--- config.mk ---
export PLATFORM = sky130hd
export DESIGN_NAME = mc_ctrl
export DESIGN_NICKNAME = d
export VERILOG_FILES = /design/src/rtl/mc_ctrl_defs.sv /design/src/rtl/mc_decode.sv /design/src/rtl/mc_ctrl.sv
export SDC_FILE = /design/constraint.sdc
export NUM_CORES = 1
export LEC_CHECK = 0
export CAP_MARGIN = 20
export CORE_UTILIZATION = 48
export CTS_CLUSTER_SIZE = 10
export DETAILED_ROUTE_END_ITERATION = 8
export PLACE_DENSITY_LB_ADDON = 0.25
export SYNTH_ARGS = -nofsm -noshare
export SYNTH_HDL_FRONTEND = slang
export SYNTH_SLANG_ARGS = --single-unit
--- constraint.sdc ---
create_clock -name clk -period 2.9 [get_ports clk]
set_input_delay 0.58 -clock clk [delete_from_list [all_inputs] [get_ports clk]]
set_output_delay 0.58 -clock clk [all_outputs]
set_load 0.02 [all_outputs]
--- src/rtl/mc_ctrl_defs.sv ---
// Shared encodings for the multicycle MIPS control path: FSM states, ALU/NPC
// operation codes, register-file write selects and the decoded instruction class.
package mc_ctrl_defs;

  typedef enum logic [2:0] {
    S_FETCH  = 3'd0,
    S_DECODE = 3'd1,
    S_EXEC   = 3'd2,
    S_MEM    = 3'd3,
    S_WB     = 3'd4
  } state_t;

  localparam logic [3:0] ALU_NOP  = 4'd0;
  localparam logic [3:0] ALU_ADD  = 4'd1;
  localparam logic [3:0] ALU_SUB  = 4'd2;
  localparam logic [3:0] ALU_AND  = 4'd3;
  localparam logic [3:0] ALU_OR   = 4'd4;
  localparam logic [3:0] ALU_SLT  = 4'd5;
  localparam logic [3:0] ALU_SLTU = 4'd6;
  localparam logic [3:0] ALU_SLL  = 4'd7;
  localparam logic [3:0] ALU_SRL  = 4'd8;
  localparam logic [3:0] ALU_SLLV = 4'd9;
  localparam logic [3:0] ALU_SRLV = 4'd10;
  localparam logic [3:0] ALU_LUI  = 4'd11;
  localparam logic [3:0] ALU_NOR  = 4'd12;

  localparam logic [1:0] NPC_PLUS4  = 2'b00;
  localparam logic [1:0] NPC_BRANCH = 2'b01;
  localparam logic [1:0] NPC_JUMP   = 2'b10;
  localparam logic [1:0] NPC_JUMPR  = 2'b11;

  localparam logic [1:0] GPR_RD  = 2'b00;
  localparam logic [1:0] GPR_RT  = 2'b01;
  localparam logic [1:0] GPR_R31 = 2'b10;

  localparam logic [1:0] WD_ALU = 2'b00;
  localparam logic [1:0] WD_MEM = 2'b01;
  localparam logic [1:0] WD_PC  = 2'b10;

  localparam logic [5:0] OP_RTYPE = 6'h00;
  localparam logic [5:0] OP_J     = 6'h02;
  localparam logic [5:0] OP_JAL   = 6'h03;
  localparam logic [5:0] OP_BEQ   = 6'h04;
  localparam logic [5:0] OP_BNE   = 6'h05;
  localparam logic [5:0] OP_ADDI  = 6'h08;
  localparam logic [5:0] OP_ADDIU = 6'h09;
  localparam logic [5:0] OP_SLTI  = 6'h0a;
  localparam logic [5:0] OP_ANDI  = 6'h0c;
  localparam logic [5:0] OP_ORI   = 6'h0d;
  localparam logic [5:0] OP_LUI   = 6'h0f;
  localparam logic [5:0] OP_LW    = 6'h23;
  localparam logic [5:0] OP_SW    = 6'h2b;

  localparam logic [5:0] FN_SLL  = 6'h00;
  localparam logic [5:0] FN_SRL  = 6'h02;
  localparam logic [5:0] FN_SLLV = 6'h04;
  localparam logic [5:0] FN_SRLV = 6'h06;
  localparam logic [5:0] FN_JR   = 6'h08;
  localparam logic [5:0] FN_JALR = 6'h09;
  localparam logic [5:0] FN_ADD  = 6'h20;
  localparam logic [5:0] FN_ADDU = 6'h21;
  localparam logic [5:0] FN_SUB  = 6'h22;
  localparam logic [5:0] FN_SUBU = 6'h23;
  localparam logic [5:0] FN_AND  = 6'h24;
  localparam logic [5:0] FN_OR   = 6'h25;
  localparam logic [5:0] FN_NOR  = 6'h27;
  localparam logic [5:0] FN_SLT  = 6'h2a;
  localparam logic [5:0] FN_SLTU = 6'h2b;

  typedef struct packed {
    logic       rtype_alu;
    logic       shift_imm;
    logic       itype_alu;
    logic       load;
    logic       store;
    logic       branch;
    logic       branch_ne;
    logic       jump;
    logic       jump_reg;
    logic       link;
    logic       illegal;
    logic [3:0] alu_op;
    logic       ext_op;
    logic       areg_sel;
  } dec_t;

endpackage

--- src/rtl/mc_decode.sv ---
// Combinational instruction classifier: maps opcode/funct to class flags plus
// the ALU operation, extension mode and shamt select used during EXEC.
module mc_decode
  import mc_ctrl_defs::*;
(
  input  logic [5:0] op,
  input  logic [5:0] funct,
  output dec_t       dec
);

  always_comb begin
    dec = '0;
    case (op)
      OP_RTYPE: begin
        case (funct)
          FN_ADD, FN_ADDU: begin dec.rtype_alu = 1'b1; dec.alu_op = ALU_ADD;  end
          FN_SUB, FN_SUBU: begin dec.rtype_alu = 1'b1; dec.alu_op = ALU_SUB;  end
          FN_AND:          begin dec.rtype_alu = 1'b1; dec.alu_op = ALU_AND;  end
          FN_OR:           begin dec.rtype_alu = 1'b1; dec.alu_op = ALU_OR;   end
          FN_NOR:          begin dec.rtype_alu = 1'b1; dec.alu_op = ALU_NOR;  end
          FN_SLT:          begin dec.rtype_alu = 1'b1; dec.alu_op = ALU_SLT;  end
          FN_SLTU:         begin dec.rtype_alu = 1'b1; dec.alu_op = ALU_SLTU; end
          FN_SLLV:         begin dec.rtype_alu = 1'b1; dec.alu_op = ALU_SLLV; end
          FN_SRLV:         begin dec.rtype_alu = 1'b1; dec.alu_op = ALU_SRLV; end
          FN_SLL: begin
            dec.shift_imm = 1'b1;
            dec.areg_sel  = 1'b1;
            dec.alu_op    = ALU_SLL;
          end
          FN_SRL: begin
            dec.shift_imm = 1'b1;
            dec.areg_sel  = 1'b1;
            dec.alu_op    = ALU_SRL;
          end
          FN_JR:   dec.jump_reg = 1'b1;
          FN_JALR: begin dec.jump_reg = 1'b1; dec.link = 1'b1; end
          default: dec.illegal = 1'b1;
        endcase
      end
      OP_J:   dec.jump = 1'b1;
      OP_JAL: begin dec.jump = 1'b1; dec.link = 1'b1; end
      OP_BEQ: begin dec.branch = 1'b1; dec.alu_op = ALU_SUB; end
      OP_BNE: begin
        dec.branch    = 1'b1;
        dec.branch_ne = 1'b1;
        dec.alu_op    = ALU_SUB;
      end
      OP_ADDI, OP_ADDIU: begin dec.itype_alu = 1'b1; dec.alu_op = ALU_ADD; dec.ext_op = 1'b1; end
      OP_SLTI:           begin dec.itype_alu = 1'b1; dec.alu_op = ALU_SLT; dec.ext_op = 1'b1; end
      OP_LUI:            begin dec.itype_alu = 1'b1; dec.alu_op = ALU_LUI; dec.ext_op = 1'b1; end
      OP_ANDI:           begin dec.itype_alu = 1'b1; dec.alu_op = ALU_AND; end
      OP_ORI:            begin dec.itype_alu = 1'b1; dec.alu_op = ALU_OR;  end
      OP_LW:             begin dec.load  = 1'b1; dec.alu_op = ALU_ADD; dec.ext_op = 1'b1; end
      OP_SW:             begin dec.store = 1'b1; dec.alu_op = ALU_ADD; dec.ext_op = 1'b1; end
      default: dec.illegal = 1'b1;
    endcase
  end

endmodule

--- src/rtl/mc_ctrl.sv ---
// Multicycle MIPS control FSM (FETCH/DECODE/EXEC/MEM/WB) with a unified memory
// request handshake and a retired-instruction counter.
module mc_ctrl
  import mc_ctrl_defs::*;
#(
  parameter int CNT_W = 32
) (
  input  logic             clk,
  input  logic             rstn,
  input  logic [5:0]       Op,
  input  logic [5:0]       Funct,
  input  logic             Zero,
  input  logic             mem_ready,
  output logic             mem_req,
  output logic             IorD,
  output logic             IRWrite,
  output logic             PCWrite,
  output logic [1:0]       NPCOp,
  output logic             RegWrite,
  output logic             MemWrite,
  output logic             EXTOp,
  output logic             ALUSrcB,
  output logic             AregSel,
  output logic [3:0]       ALUOp,
  output logic [1:0]       GPRSel,
  output logic [1:0]       WDSel,
  output logic             illegal,
  output logic [2:0]       state,
  output logic [CNT_W-1:0] retired
);

  state_t state_q, state_d;
  dec_t   dec;
  logic   retire;

  mc_decode u_decode (
    .op    (Op),
    .funct (Funct),
    .dec   (dec)
  );

  always_ff @(posedge clk or negedge rstn) begin
    if (!rstn) begin
      state_q <= S_FETCH;
      retired <= '0;
    end else begin
      state_q <= state_d;
      if (retire) retired <= retired + CNT_W'(1);
    end
  end

  assign state = state_q;

  always_comb begin
    state_d  = state_q;
    retire   = 1'b0;
    mem_req  = 1'b0;
    IorD     = 1'b0;
    IRWrite  = 1'b0;
    PCWrite  = 1'b0;
    NPCOp    = NPC_PLUS4;
    RegWrite = 1'b0;
    MemWrite = 1'b0;
    EXTOp    = 1'b0;
    ALUSrcB  = 1'b0;
    AregSel  = 1'b0;
    ALUOp    = ALU_NOP;
    GPRSel   = GPR_RD;
    WDSel    = WD_ALU;
    illegal  = 1'b0;

    case (state_q)
      S_FETCH: begin
        mem_req = 1'b1;
        ALUOp   = ALU_ADD;
        if (mem_ready) begin
          IRWrite = 1'b1;
          PCWrite = 1'b1;
          state_d = S_DECODE;
        end
      end
      S_DECODE: begin
        if (dec.illegal) begin
          illegal = 1'b1;
          state_d = S_FETCH;
        end else if (dec.jump || dec.jump_reg) begin
          // PC already advanced in FETCH, so the link value is the current PC.
          PCWrite = 1'b1;
          NPCOp   = dec.jump ? NPC_JUMP : NPC_JUMPR;
          if (dec.link) begin
            RegWrite = 1'b1;
            GPRSel   = GPR_R31;
            WDSel    = WD_PC;
          end
          retire  = 1'b1;
          state_d = S_FETCH;
        end else begin
          state_d = S_EXEC;
        end
      end
      S_EXEC: begin
        ALUOp   = dec.alu_op;
        ALUSrcB = dec.itype_alu | dec.load | dec.store;
        AregSel = dec.areg_sel;
        EXTOp   = dec.ext_op;
        if (dec.branch) begin
          PCWrite = dec.branch_ne ? ~Zero : Zero;
          NPCOp   = NPC_BRANCH;
          retire  = 1'b1;
          state_d = S_FETCH;
        end else if (dec.load || dec.store) begin
          state_d = S_MEM;
        end else begin
          state_d = S_WB;
        end
      end
      S_MEM: begin
        mem_req  = 1'b1;
        IorD     = 1'b1;
        MemWrite = dec.store;
        if (mem_ready) begin
          if (dec.store) begin
            retire  = 1'b1;
            state_d = S_FETCH;
          end else begin
            state_d = S_WB;
          end
        end
      end
      S_WB: begin
        RegWrite = 1'b1;
        GPRSel   = (dec.rtype_alu | dec.shift_imm) ? GPR_RD : GPR_RT;
        WDSel    = dec.load ? WD_MEM : WD_ALU;
        retire   = 1'b1;
        state_d  = S_FETCH;
      end
      default: state_d = S_FETCH;
    endcase

    // During reset the memory port keeps requesting the fetch address but
    // mem_ready must not be able to trigger any write strobe.
    if (!rstn) begin
      retire   = 1'b0;
      mem_req  = 1'b1;
      IorD     = 1'b0;
      IRWrite  = 1'b0;
      PCWrite  = 1'b0;
      NPCOp    = NPC_PLUS4;
      RegWrite = 1'b0;
      MemWrite = 1'b0;
      EXTOp    = 1'b0;
      ALUSrcB  = 1'b0;
      AregSel  = 1'b0;
      ALUOp    = ALU_NOP;
      GPRSel   = GPR_RD;
      WDSel    = WD_ALU;
      illegal  = 1'b0;
    end
  end

endmodule
After elaboration in Yosys (flattened, before gate mapping)
Index checks and enable logic that the tools add are counted.

storage, ports and cells
  output and inout port bits = 55
  bits in registers = 35
  bits of input ports = 16

operators by class
  muxes and demuxes = 78
  add/sub/neg operators = 1
  equal/unequal tests = 32
  reductions and logical operators = 19
  bitwise gates (word level) = 4

operators by type and width
  operator                                                               number
  6-bit equality test, second input constant                             11
  1-bit 2-to-1 mux                                                       49
  6-bit by 4-bit equality test with 1-bit output, second input constant  8
  4-bit case mux with 11 select lines                                    1
  32-bit by 1-bit adder with 32-bit output, second input constant        1
  4-bit case mux with 7 select lines                                     1
  6-bit by 3-bit equality test with 1-bit output, second input constant  4
  2-bit 2-to-1 mux                                                       11
  6-bit by 2-bit equality test with 1-bit output, second input constant  3
  3-bit 2-to-1 mux                                                       5
  15-bit OR reduction                                                    1
  2-bit OR reduction                                                     7
  6-bit logical NOT                                                      2
  2-bit case mux with 2 select lines                                     3
  3-bit case mux with 4 select lines                                     1
  12-bit OR reduction                                                    1
  6-bit OR reduction                                                     2
  11-bit OR reduction                                                    1
  4-bit case mux with 2 select lines                                     1
  3-bit by 2-bit equality test with 1-bit output, second input constant  2
  1-bit case mux with 2 select lines                                     3
  4-bit 2-to-1 mux                                                       1
  2-bit != test, second input constant                                   2
  1-bit case mux with 4 select lines                                     1
  other kinds (9)                                                        12

Logic depth before layout (Yosys ltp)
Gate-level depths: netlist of the first run.

  depth in word-level cells = 9
  depth in mapped cells = 8
  mapped depth without buffers = 6

By module
From an unflattened synthesis of the first run, not the netlist that was laid out.

unflattened totals
  cell total of the unflattened synthesis = 292
  area, all modules = 2528.7 sq um

by module, submodules not included
  module     instances  area each (sq um)  sequential area each (sq um)  cells each
  mc_ctrl    1          1970.6             875.8                         205
  mc_decode  1          558.0              0.0                           87

Least setup slack after synthesis of the first run
No wires, ideal clock.

  path type = in2out
  start point = input port Op[4]
  end point = output port PCWrite
  buffers on the path = 1
  stages on the path = 6
  setup slack = -228 ps
  arrival time = 2548 ps
  cell sequence = buf_6 or3_4 or3b_2 nor4b_1 a221oi_1 nor3b_1

on the way
  longest elaborated chain between the ends = 8
  elaborated cells between the ends (all ways) = 28
  classes of those cells = eq/ne: 12; mux: 11; reduce/logical: 5

RTL lines
  what                                                         line            source
  start, declared                                              mc_ctrl.sv:10   input logic [5:0] Op,
  branches (longest 6 deep; another with 12-bit OR reduction)  --
  1-bit case mux with 3 select lines *                         mc_ctrl.sv:72   case (state_q)
  1-bit 2-to-1 mux *                                           mc_ctrl.sv:142  if (!rstn) begin
  end, declared                                                mc_ctrl.sv:17   output logic PCWrite,

Mark *: on every way between the ends.

Worst setup path after layout of the first run
  start point = input port Funct[0]
  end point = output port ALUOp[1]

on the way
  longest elaborated chain between the ends = 6
  elaborated cells between the ends (all ways) = 19
  classes of those cells = eq/ne: 12; mux: 4; reduce/logical: 3

RTL lines
  what                                   line             source
  start, declared                        mc_ctrl.sv:11    input logic [5:0] Funct,
  6-bit equality test                    mc_decode.sv:15  case (funct)
  2-bit OR reduction                     --
  4-bit case mux with 11 select lines *  mc_decode.sv:15
  4-bit case mux with 7 select lines *   mc_decode.sv:13  case (op)
  4-bit case mux with 2 select lines *   mc_ctrl.sv:72
  4-bit 2-to-1 mux *                     mc_ctrl.sv:142
  end, declared                          mc_ctrl.sv:24    output logic [3:0] ALUOp,

Mark *: on every way between the ends. The rest lies on a longest branch, timed or not.

==> impl_metrics.py, run 1 <==
metrics = {
    "run_status": {
        "status": "finished clean",
    },
    "clock_network": {
        "clock_path_buffers": 2,
        "cts_tree": "built",
        "htree_levels": 2,
        "ctsRootBufferMaster": "clkbuf_8",
        "clock_latency_ns": 0.28,
        "path_clk_slew_ns": 0.07,
        "numCtsBuffers": 5,
        "cts.sinks": 35,
    },
    "sta": {
        "clock_skew_ns": 0.0117,
        "hold_viol_final": 0,
        "min_period_ns": 2.84,
        "rsz0062_at_grt": "no",
        "fin_crit_sh_pct": 98.1,
        "slew_headroom_pct": 55.6,
        "setup_tns_ns": 0,
        "fin_ws_ns": 0.0564,
        "hold_ws_ns": 0.484,
        "tightest_slew_ns": 0.660,
        "setup_viol": 0,
        "fmaxAchievable_mhz": 352,
        "drv_slew": 0,
    },
    "floorplanning": {
        "initial_utilization_pct": 51.3,
        "io_pins": 71,
        "die_w_um": 74.0,
        "core_area_um2": 4850,
        "die_h_um": 74.0,
        "row_count": 25,
        "die_area_um2": 5470,
    },
    "logic_synthesis": {
        "async_reset_ff_share_pct": 100,
        "synth_area_per_cell_um2": 8.35,
        "synthFlopType": "dfrtp_1",
        "ys_ff_latch": 35,
        "yosysSeqAreaShare_pct": 35.2,
        "netlist_instances": 298,
        "synth_warnings": 0,
        "synth-edff-count": 0,
        "ys_types": 53,
        "syn-num-nets": 315,
        "netlist_area_um2": 2490,
    },
    "detailed_routing": {
        "antenna_left": 0,
        "drt_iter0_drc": 217,
        "wl_per_cell_um": 15.2,
        "drc": 0,
        "via_per_inst": 5.63,
        "drt-total-wl_um": 7220,
        "vias": 2679,
        "dr.pass1.iters": 5,
    },
    "global_routing": {
        "grt_first_pass_wirelength_um": 11800,
        "antenna_found_initial": 0,
        "grt_max_degree": 37,
        "grt_usage_pct": 27.7,
        "first_global_vias": 2551,
        "grt_overflow_total": 0,
    },
    "min_path": {
        "min_path_type": "flip-flop to flip-flop",
        "hold_end": "retired[31]",
        "hold_depth": 1,
        "min_from": "retired[31]",
    },
    "flow_run": {
        "maxCapViolCount": 0,
    },
    "worst_setup_path": {
        "regToRegEndpoint": "retired[16]",
        "r2r_slack_ns": 0.41,
        "r2r-start": "state[1]",
        "critPathLaunchType": "input pin",
        "crit_fanout": 11,
        "path_class": "input pin to primary output",
        "critPathCaptureType": "primary output",
        "arrival_ns": 2.26,
        "r2r_cells": 8,
        "worstPathRequired_ns": 2.32,
    },
    "power": {
        "p_per_area_nw_per_um2": 319,
        "switchingPower_uw": 361,
        "p_seq_share_pct": 44.4,
        "p_comb_share_pct": 27.3,
        "vdd_drop_max_mv": 0.326,
        "power_leakage_nw": 1.63,
        "finalPower_mw": 1.18,
        "internal_power_uw": 820,
        "clkPwrFrac_pct": 28.3,
        "swShare_pct": 30.6,
    },
    "final_layout": {
        "fillerInstances": 350,
        "num-nets-final": 425,
        "area_growth_pct": 49.0,
        "drive_gt1_share_pct": 26.4,
        "n_antenna_cell": 0,
    },
    "placement": {
        "place_ws_ns": -0.802,
        "gp_congestion": 0.919,
        "port_buffers": 70,
        "dp_hpwl_um": 5170,
    },
}
-- placed cells by master (no fill, tap or decap), drive strengths merged, types with 2 or more instances in the layout --
cell	synthesis	final
a32oi	2	2
dfrtp	35	35
a2bb2oi	3	3
nor4b	2	2
and4	2	2
clkdlybuf4s50	0	43
nand4	9	9
and3	9	9
nor2b	8	8
and2	7	7
xnor2	21	21
dlygate4sd2	0	9
nand3	17	17
nand2	30	30
nor3b	4	4
nor3	15	15
o22ai	3	3
o21a	2	2
o21ai	15	15
nor4	6	6
clkdlybuf4s15	0	3
inv	6	6
xor2	12	12
a21oi	11	11
clkbuf	9	11
mux2i	3	3
nor2	24	24
or2	5	5
nand2b	4	4
dlymetal6s2s	0	2
or4	3	3
buf	10	60
a31oi	4	4
-- critical path, cell delays in order --
cell and delay (ns):
clkdlybuf4s50_1 0.46, buf_4 0.20, nor3b_2 0.17, o21ai_1 0.09, a21oi_2 0.13, a31oi_1 0.05
or2_2 0.29, a21oi_2 0.14, buf_4 0.15
-- metrics by stage --
stage / instances / area (µm²) / util [%]
after global placement: 464 / 3540 / 73.0
after floorplan: 298 / 2500 / -
after global routing: 476 / 3710 / 76.5
after detailed placement: 464 / 3540 / 73.0
final: 476 / 3710 / 76.5
after CTS: 475 / 3680 / 76.0
-- worst max-delay path by stage --
| stage | start | endpoint | slack (ns) | cells past startpoint |
|---|---|---|---|---|
| after floorplan | Op[4] | PCWrite | 0.04 | 6 |
| after global placement | Op[3] | PCWrite | -0.75 | 7 |
| after detailed placement | Op[3] | PCWrite | -0.80 | 7 |
| after CTS | Op[3] | PCWrite | -0.03 | 7 |
| after global routing | Funct[0] | ALUOp[1] | 0.002 | 9 |
| final | Funct[0] | ALUOp[1] | 0.06 | 9 |
-- routing by layer --
| layer | part of all wire (%) | wire [µm] | up-vias | GRT usage [%] |
|---|---|---|---|---|
| li1 | - | - | 1285 | - |
| met1 | 44 | 3200 | 1259 | 38.4 |
| met2 | 48 | 3490 | 118 | 45.6 |
| met3 | 5.9 | 423 | 17 | 4.47 |
| met4 | 1.6 | 112 | 0 | 6.62 |
| met5 | 0 | 0 | - | 0 |
-- timing repair --
action,4_1_cts,5_1_grt
pin swaps,3,13
hold buffers,0,0
hold endpoints to repair,0,0
gates cloned,0,0
endpoints found under the setup margin,17,13
buffers inserted,3,1
resized for setup,68,27
-- sequential cells by signal (all words and copies together) (netlist names) --
register	count
state	3
retired	32
-- synth_stat cells (8+ instances only) --
master	instances	share of area (%)
nand2_1	30	4.5
a21oi_1	11	2.2
dfrtp_1	35	35
nand3_1	17	3.4
nor2_1	24	3.6
nor3_1	13	2.6
nand4_1	9	2.3
o21ai_0	14	2.8
and3_1	9	2.3
xnor2_1	20	7.0
nor2b_1	8	2.0
clkbuf_1	9	1.4
xor2_1	12	4.2
-- cells by family after synthesis --
group | Yosys count | synth area share (%)
adder cells (fa/ha/maj) | 1 | 0.503
buffers and inverters | 25 | 4.93
AND/OR/NAND/NOR | 150 | 32.6
AO/OA/AOI/OAI | 51 | 13.6
flip-flops | 35 | 35.2
XOR/XNOR | 33 | 11.9
multiplexers | 3 | 1.21
-- power groups by stage --
stage / registers, mW / logic (mW) / clock network, mW
final: 0.524 / 0.322 / 0.334
after global routing: 0.527 / 0.349 / 0.367
after CTS: 0.524 / 0.310 / 0.341
after detailed placement: 0.533 / 0.303 / 0
after global placement: 0.531 / 0.299 / 0
after floorplan: 0.549 / 0.138 / 0
-- final cells by class --
class / instances / area [µm²] / share of cell area [%]
timing repair buffer: 122 / 1040 / 28.2
tap: 67 / 83.8 / 2.26
multi-input combinational: 238 / 1600 / 43.0
clock inverter: 2 / 12.5 / 0.337
inverter: 6 / 22.5 / 0.607
clock buffer: 6 / 72.6 / 1.96
sequential: 35 / 876 / 23.6
(Power assumes the default switching activity.)
==> run 2: changes to the inputs <==
--- a/config.mk
+++ b/config.mk
@@ -7,8 +7,10 @@
 export LEC_CHECK = 0
 export CAP_MARGIN = 20
 export CORE_UTILIZATION = 48
+export CTS_BUF_LIST = sky130_fd_sc_hd__clkbuf_4 sky130_fd_sc_hd__clkbuf_8 sky130_fd_sc_hd__clkbuf_16
 export CTS_CLUSTER_SIZE = 10
 export DETAILED_ROUTE_END_ITERATION = 8
+export GPL_TIMING_DRIVEN = 0
 export PLACE_DENSITY_LB_ADDON = 0.25
 export SYNTH_ARGS = -nofsm -noshare
 export SYNTH_HDL_FRONTEND = slang
==> impl_metrics.py, run 2 (same netlist as run 1, synthesis figures left out) <==
metrics = {
    "run_status": {
        "status": "finished clean",
    },
    "detailed_routing": {
        "wl_per_cell_um": 15.5,
        "vias": 2556,
        "drt_iter0_drc": 266,
        "drc": 0,
        "antenna_left": 0,
        "dr.pass1.iters": 6,
        "via_per_inst": 5.72,
        "drt-total-wl_um": 6940,
    },
    "sta": {
        "clock_skew_ns": 0.00815,
        "min_period_ns": 2.84,
        "fin_crit_sh_pct": 97.9,
        "slew_headroom_pct": 48.4,
        "fin_ws_ns": 0.0610,
        "fmaxAchievable_mhz": 352,
        "hold_ws_ns": 0.156,
        "hold_viol_final": 0,
        "tightest_slew_ns": 0.773,
        "rsz0062_at_grt": "yes",
        "drv_slew": 0,
        "setup_viol": 0,
    },
    "global_routing": {
        "grt_first_pass_wirelength_um": 11200,
        "antenna_found_initial": 0,
        "grt_overflow_total": 0,
        "first_global_vias": 2286,
        "grt_max_degree": 37,
        "grt_usage_pct": 26.5,
    },
    "final_layout": {
        "layout_commonest_cell": "clkdlybuf4s50_1",
        "drive_gt1_share_pct": 20.0,
        "design_area_um2": 3500,
        "regMostFlops": "retired",
        "area_growth_pct": 40.7,
        "largest_reg_flops": 32,
        "num-nets-final": 396,
        "layout_common_cells": "clkdlybuf4s50_1 (40), dfrtp_1 (35), nand2_1 (30), nor2_1 (22), xnor2_1 (20)",
        "n_antenna_cell": 0,
        "fin_util_pct": 72.2,
    },
    "clock_network": {
        "cts.sinks": 35,
        "numCtsBuffers": 5,
        "path_clk_slew_ns": 0.07,
        "cts_tree": "built",
        "htree_levels": 2,
        "clock_path_buffers": 2,
        "cts_hold_buf": 0,
        "ctsRootBufferMaster": "clkbuf_8",
        "clock_latency_ns": 0.28,
    },
    "worst_setup_path": {
        "path_class": "input pin to primary output",
        "worstPathRequired_ns": 2.32,
        "arrival_ns": 2.26,
        "critPathCaptureType": "primary output",
        "crit_fanout": 2,
        "critPathLaunchType": "input pin",
    },
    "placement": {
        "place_ws_ns": -0.896,
        "port_buffers": 69,
        "dp_hpwl_um": 4860,
        "gp_congestion": 0.907,
        "place_area_um2": 3270,
    },
    "floorplanning": {
        "die_h_um": 74.0,
        "io_pins": 71,
        "core_area_um2": 4850,
        "initial_utilization_pct": 51.3,
        "die_w_um": 74.0,
        "die_area_um2": 5470,
        "row_count": 25,
    },
    "power": {
        "p_per_area_nw_per_um2": 333,
        "power_leakage_nw": 1.54,
        "vdd_drop_max_mv": 0.420,
        "finalPower_mw": 1.17,
    },
    "min_path": {
        "min_path_type": "input pin to async pin",
    },
    "flow_run": {
        "maxCapViolCount": 0,
    },
}
run 2: cell type report:
cell class,instances,area [µm²]
inverters,6,22.5
repair buffers,74,699
flip-flops and latches,35,876
fillers,382,1350
plain buffers,19,140
clock buffers,7,83.8
clock inverters,1,5.00
well taps,67,83.8
multi-input cells,238,1590
run 2: what timing repair did:
item,4_1_cts,5_1_grt
cloned,1,0
setup endpoints to repair,26,14
pin swaps,7,1
buffers inserted,4,0
gates resized for setup,83,24
hold endpoints to repair,0,0
run 2: power by group:
part	internal (mW)	leakage [nW]	switching (mW)
Combinational	0.124	1.00	0.166
Sequential	0.504	0.485	0.0205
Clock	0.187	0.0491	0.165
run 2: worst max-delay path, cell delays in order:
cell and delay, ns:
clkdlybuf4s15_1 0.18, or3_4 0.38, or3b_4 0.40, nor4b_4 0.25, a221oi_2 0.10, nor3b_2 0.21, buf_4 0.16
run 2: worst paths after layout:
path | start | end | slack (ns) | cells past startpoint
max in group asynchronous | rstn | retired[0] | 2.52 | 1
min | rstn | retired[11] | 0.16 | 1
min in group clk | retired[31] | retired[31] | 0.48 | 1
max reg2reg | state[2] | retired[31] | 0.19 | 7
min reg2reg | retired[31] | retired[31] | 0.48 | 1
max | Op[3] | PCWrite | 0.06 | 7
run 2: layer usage:
metal	GRT usage (%)	part of all wire, %	up-vias
met1	39.3	46	1215
met5	0	0	-
met3	5.42	7.4	9
li1	-	-	1222
met4	8.12	1.0	0
met2	38.9	45	110
run 2: per-stage QoR:
step / cells / TNS, ns
floorplan: 298 / 0
global placement: 434 / -51.20
detailed placement: 434 / -16.55
CTS: 447 / 0
global route: 447 / -0.0486
finish: 447 / 0
==> run 3: changes to the inputs <==
--- a/config.mk
+++ b/config.mk
@@ -10,8 +10,8 @@
 export CTS_BUF_LIST = sky130_fd_sc_hd__clkbuf_4 sky130_fd_sc_hd__clkbuf_8 sky130_fd_sc_hd__clkbuf_16
 export CTS_CLUSTER_SIZE = 10
 export DETAILED_ROUTE_END_ITERATION = 8
-export GPL_TIMING_DRIVEN = 0
 export PLACE_DENSITY_LB_ADDON = 0.25
+export SETUP_SLACK_MARGIN = 0.3
 export SYNTH_ARGS = -nofsm -noshare
 export SYNTH_HDL_FRONTEND = slang
 export SYNTH_SLANG_ARGS = --single-unit
==> impl_metrics.py, run 3 (same netlist as run 1, synthesis figures left out) <==
metrics = {
    "run_status": {
        "status": "finished clean",
    },
    "placement": {
        "place_area_um2": 3610,
        "dp_cells": 468,
        "dp_hpwl_um": 5430,
        "gp_congestion": 0.930,
        "port_buffers": 70,
    },
    "global_routing": {
        "grt_first_pass_wirelength_um": 12600,
        "first_global_vias": 2577,
        "antenna_found_initial": 0,
        "grt_overflow_total": 0,
        "grt_usage_pct": 30.1,
        "grt_max_degree": 38,
    },
    "worst_setup_path": {
        "arrival_ns": 2.19,
        "crit_path_top_delay_cell": "or3b_4",
        "cp_cell_sequence": "buf_6 > or3_4 > or3b_4 > nor4b_4 > a221oi_2 > nor3b_2 > buf_4",
        "r2r-start": "retired[3]",
        "worst_path_largest_cell_delay_ns": 0.40,
        "critPathLaunchType": "input pin",
        "worstPathRequired_ns": 2.32,
        "r2r_slack_ns": 0.53,
        "regToRegEndpoint": "retired[30]",
        "critPathCaptureType": "primary output",
        "cp_num_buf_inv": 2,
        "path_class": "input pin to primary output",
        "crit_fanout": 2,
        "r2r_cells": 6,
        "crit_family": "simple AND/OR/NAND/NOR gates",
    },
    "detailed_routing": {
        "dr.pass1.iters": 5,
        "drt_iter0_drc": 182,
        "via_per_inst": 5.72,
        "met1_length_um": 3460,
        "vias": 2791,
        "met2_length_um": 4030,
        "drt-total-wl_um": 8030,
        "top_layer_used": "met4",
        "drc": 0,
        "antenna_left": 0,
        "wl_met3_um": 453,
        "wl_per_cell_um": 16.5,
    },
    "sta": {
        "setup_viol": 0,
        "drv_slew": 0,
        "fin_crit_sh_pct": 95.5,
        "clock_skew_ns": 0.00982,
        "slew_headroom_pct": 59.1,
        "min_period_ns": 2.77,
        "tightest_slew_ns": 0.608,
        "hold_viol_final": 0,
        "rsz0062_at_grt": "yes",
        "fmaxAchievable_mhz": 361,
    },
    "power": {
        "vdd_drop_max_mv": 0.322,
        "clkPwrFrac_pct": 34.4,
        "p_seq_share_pct": 39.3,
        "internal_power_uw": 947,
        "finalPower_mw": 1.34,
        "swShare_pct": 29.1,
        "p_comb_share_pct": 26.4,
        "p_per_area_nw_per_um2": 341,
        "power_leakage_nw": 1.73,
        "switchingPower_uw": 389,
    },
    "clock_network": {
        "htree_levels": 2,
        "cts.sinks": 35,
        "path_clk_slew_ns": 0.08,
        "clock_path_buffers": 2,
        "cts_hold_buf": 0,
        "ctsRootBufferMaster": "clkbuf_8",
        "numCtsBuffers": 5,
        "cts_tree": "built",
        "clock_latency_ns": 0.29,
    },
    "final_layout": {
        "layout_common_cells": "buf_4 (66), clkdlybuf4s50_1 (39), dfrtp_1 (35), nand2_1 (28)",
        "fillerInstances": 308,
        "fin_util_pct": 80.8,
        "regMostFlops": "retired",
        "n_antenna_cell": 0,
        "layout_commonest_cell": "buf_4",
        "drive_gt1_share_pct": 33.7,
        "num-nets-final": 437,
        "design_area_um2": 3920,
        "largest_reg_flops": 32,
        "area_growth_pct": 57.4,
        "layout.cells.non_filler": 488,
    },
    "floorplanning": {
        "core_area_um2": 4850,
        "row_count": 25,
        "initial_utilization_pct": 51.3,
        "die_w_um": 74.0,
        "io_pins": 71,
        "die_area_um2": 5470,
        "die_h_um": 74.0,
    },
    "min_path": {
        "min_path_type": "input pin to async pin",
    },
    "flow_run": {
        "maxCapViolCount": 0,
    },
}
## run 3: cell types whose count changed in the layout (fill, tap and decap cells not counted), moves of 4 or more
cell,delta
buf_4,+56
buf_6,+5
clkbuf_4,-4
dlygate4sd2_1,-7
## run 3: what timing repair did
action	CTS	global route
endpoints found under the setup margin	42	24
resized for setup	126	33
setup buffers	8	3
endpoints found under the hold margin	0	0
pin swaps	20	16
gates cloned	1	0
## run 3: worst reg2reg max path: cells and delay by family (launching register included)
| family | cells | cell delay, ns |
|---|---|---|
| flip-flops | 1 | 0.46 |
| XOR/XNOR | 1 | 0.15 |
| AND/OR/NAND/NOR | 5 | 1.63 |
## run 3: layer usage
layer / vias up / track usage, %
met2: 111 / 49.8
met5: - / 0
li1: 1306 / -
met1: 1360 / 41.0
met3: 14 / 5.28
met4: 0 / 7.26
## run 3: power groups by stage
stage          combinational [mW]  sequential (mW)  clock, mW
4_1_cts                     0.330            0.523      0.461
5_1_grt                     0.376            0.527      0.485
2_1_floorplan               0.142            0.549          0
3_5_place_dp                0.314            0.532          0
3_3_place_gp                0.307            0.531          0
6_report                    0.352            0.524      0.459
## run 3: how the worst max path moves through the flow
stage	start	end	slack [ns]	cells past startpoint
after global placement	Op[3]	PCWrite	-0.66	7
final	Op[4]	PCWrite	0.13	7
after detailed placement	Op[3]	PCWrite	-0.71	7
after CTS	Op[5]	PCWrite	0.12	7
after global routing	Op[4]	PCWrite	0.06	7
after floorplan	Op[4]	PCWrite	0.11	6
## run 3: cell type report
| cell class | instances | area (µm²) | area share, % |
|---|---|---|---|
| Timing Repair Buffer | 134 | 1150 | 29.3 |
| Clock buffer | 6 | 82.6 | 2.11 |
| Clock inverter | 2 | 35.0 | 0.895 |
| Tap cell | 67 | 83.8 | 2.14 |
| Inverter | 6 | 22.5 | 0.575 |
| Multi-Input combinational cell | 238 | 1670 | 42.7 |
| Sequential cell | 35 | 876 | 22.4 |
## run 3: per-stage QoR
stage | worst slack (ns) | hold slack, ns | setup TNS (ns)
5_1_grt | 0.0559 | 0.485 | 0
3_5_place_dp | -0.705 | 0.471 | -8.22
2_1_floorplan | 0.113 | 0.284 | 0
3_3_place_gp | -0.656 | 0.467 | -7.17
6_report | 0.131 | 0.450 | 0
4_1_cts | 0.118 | 0.490 | 0
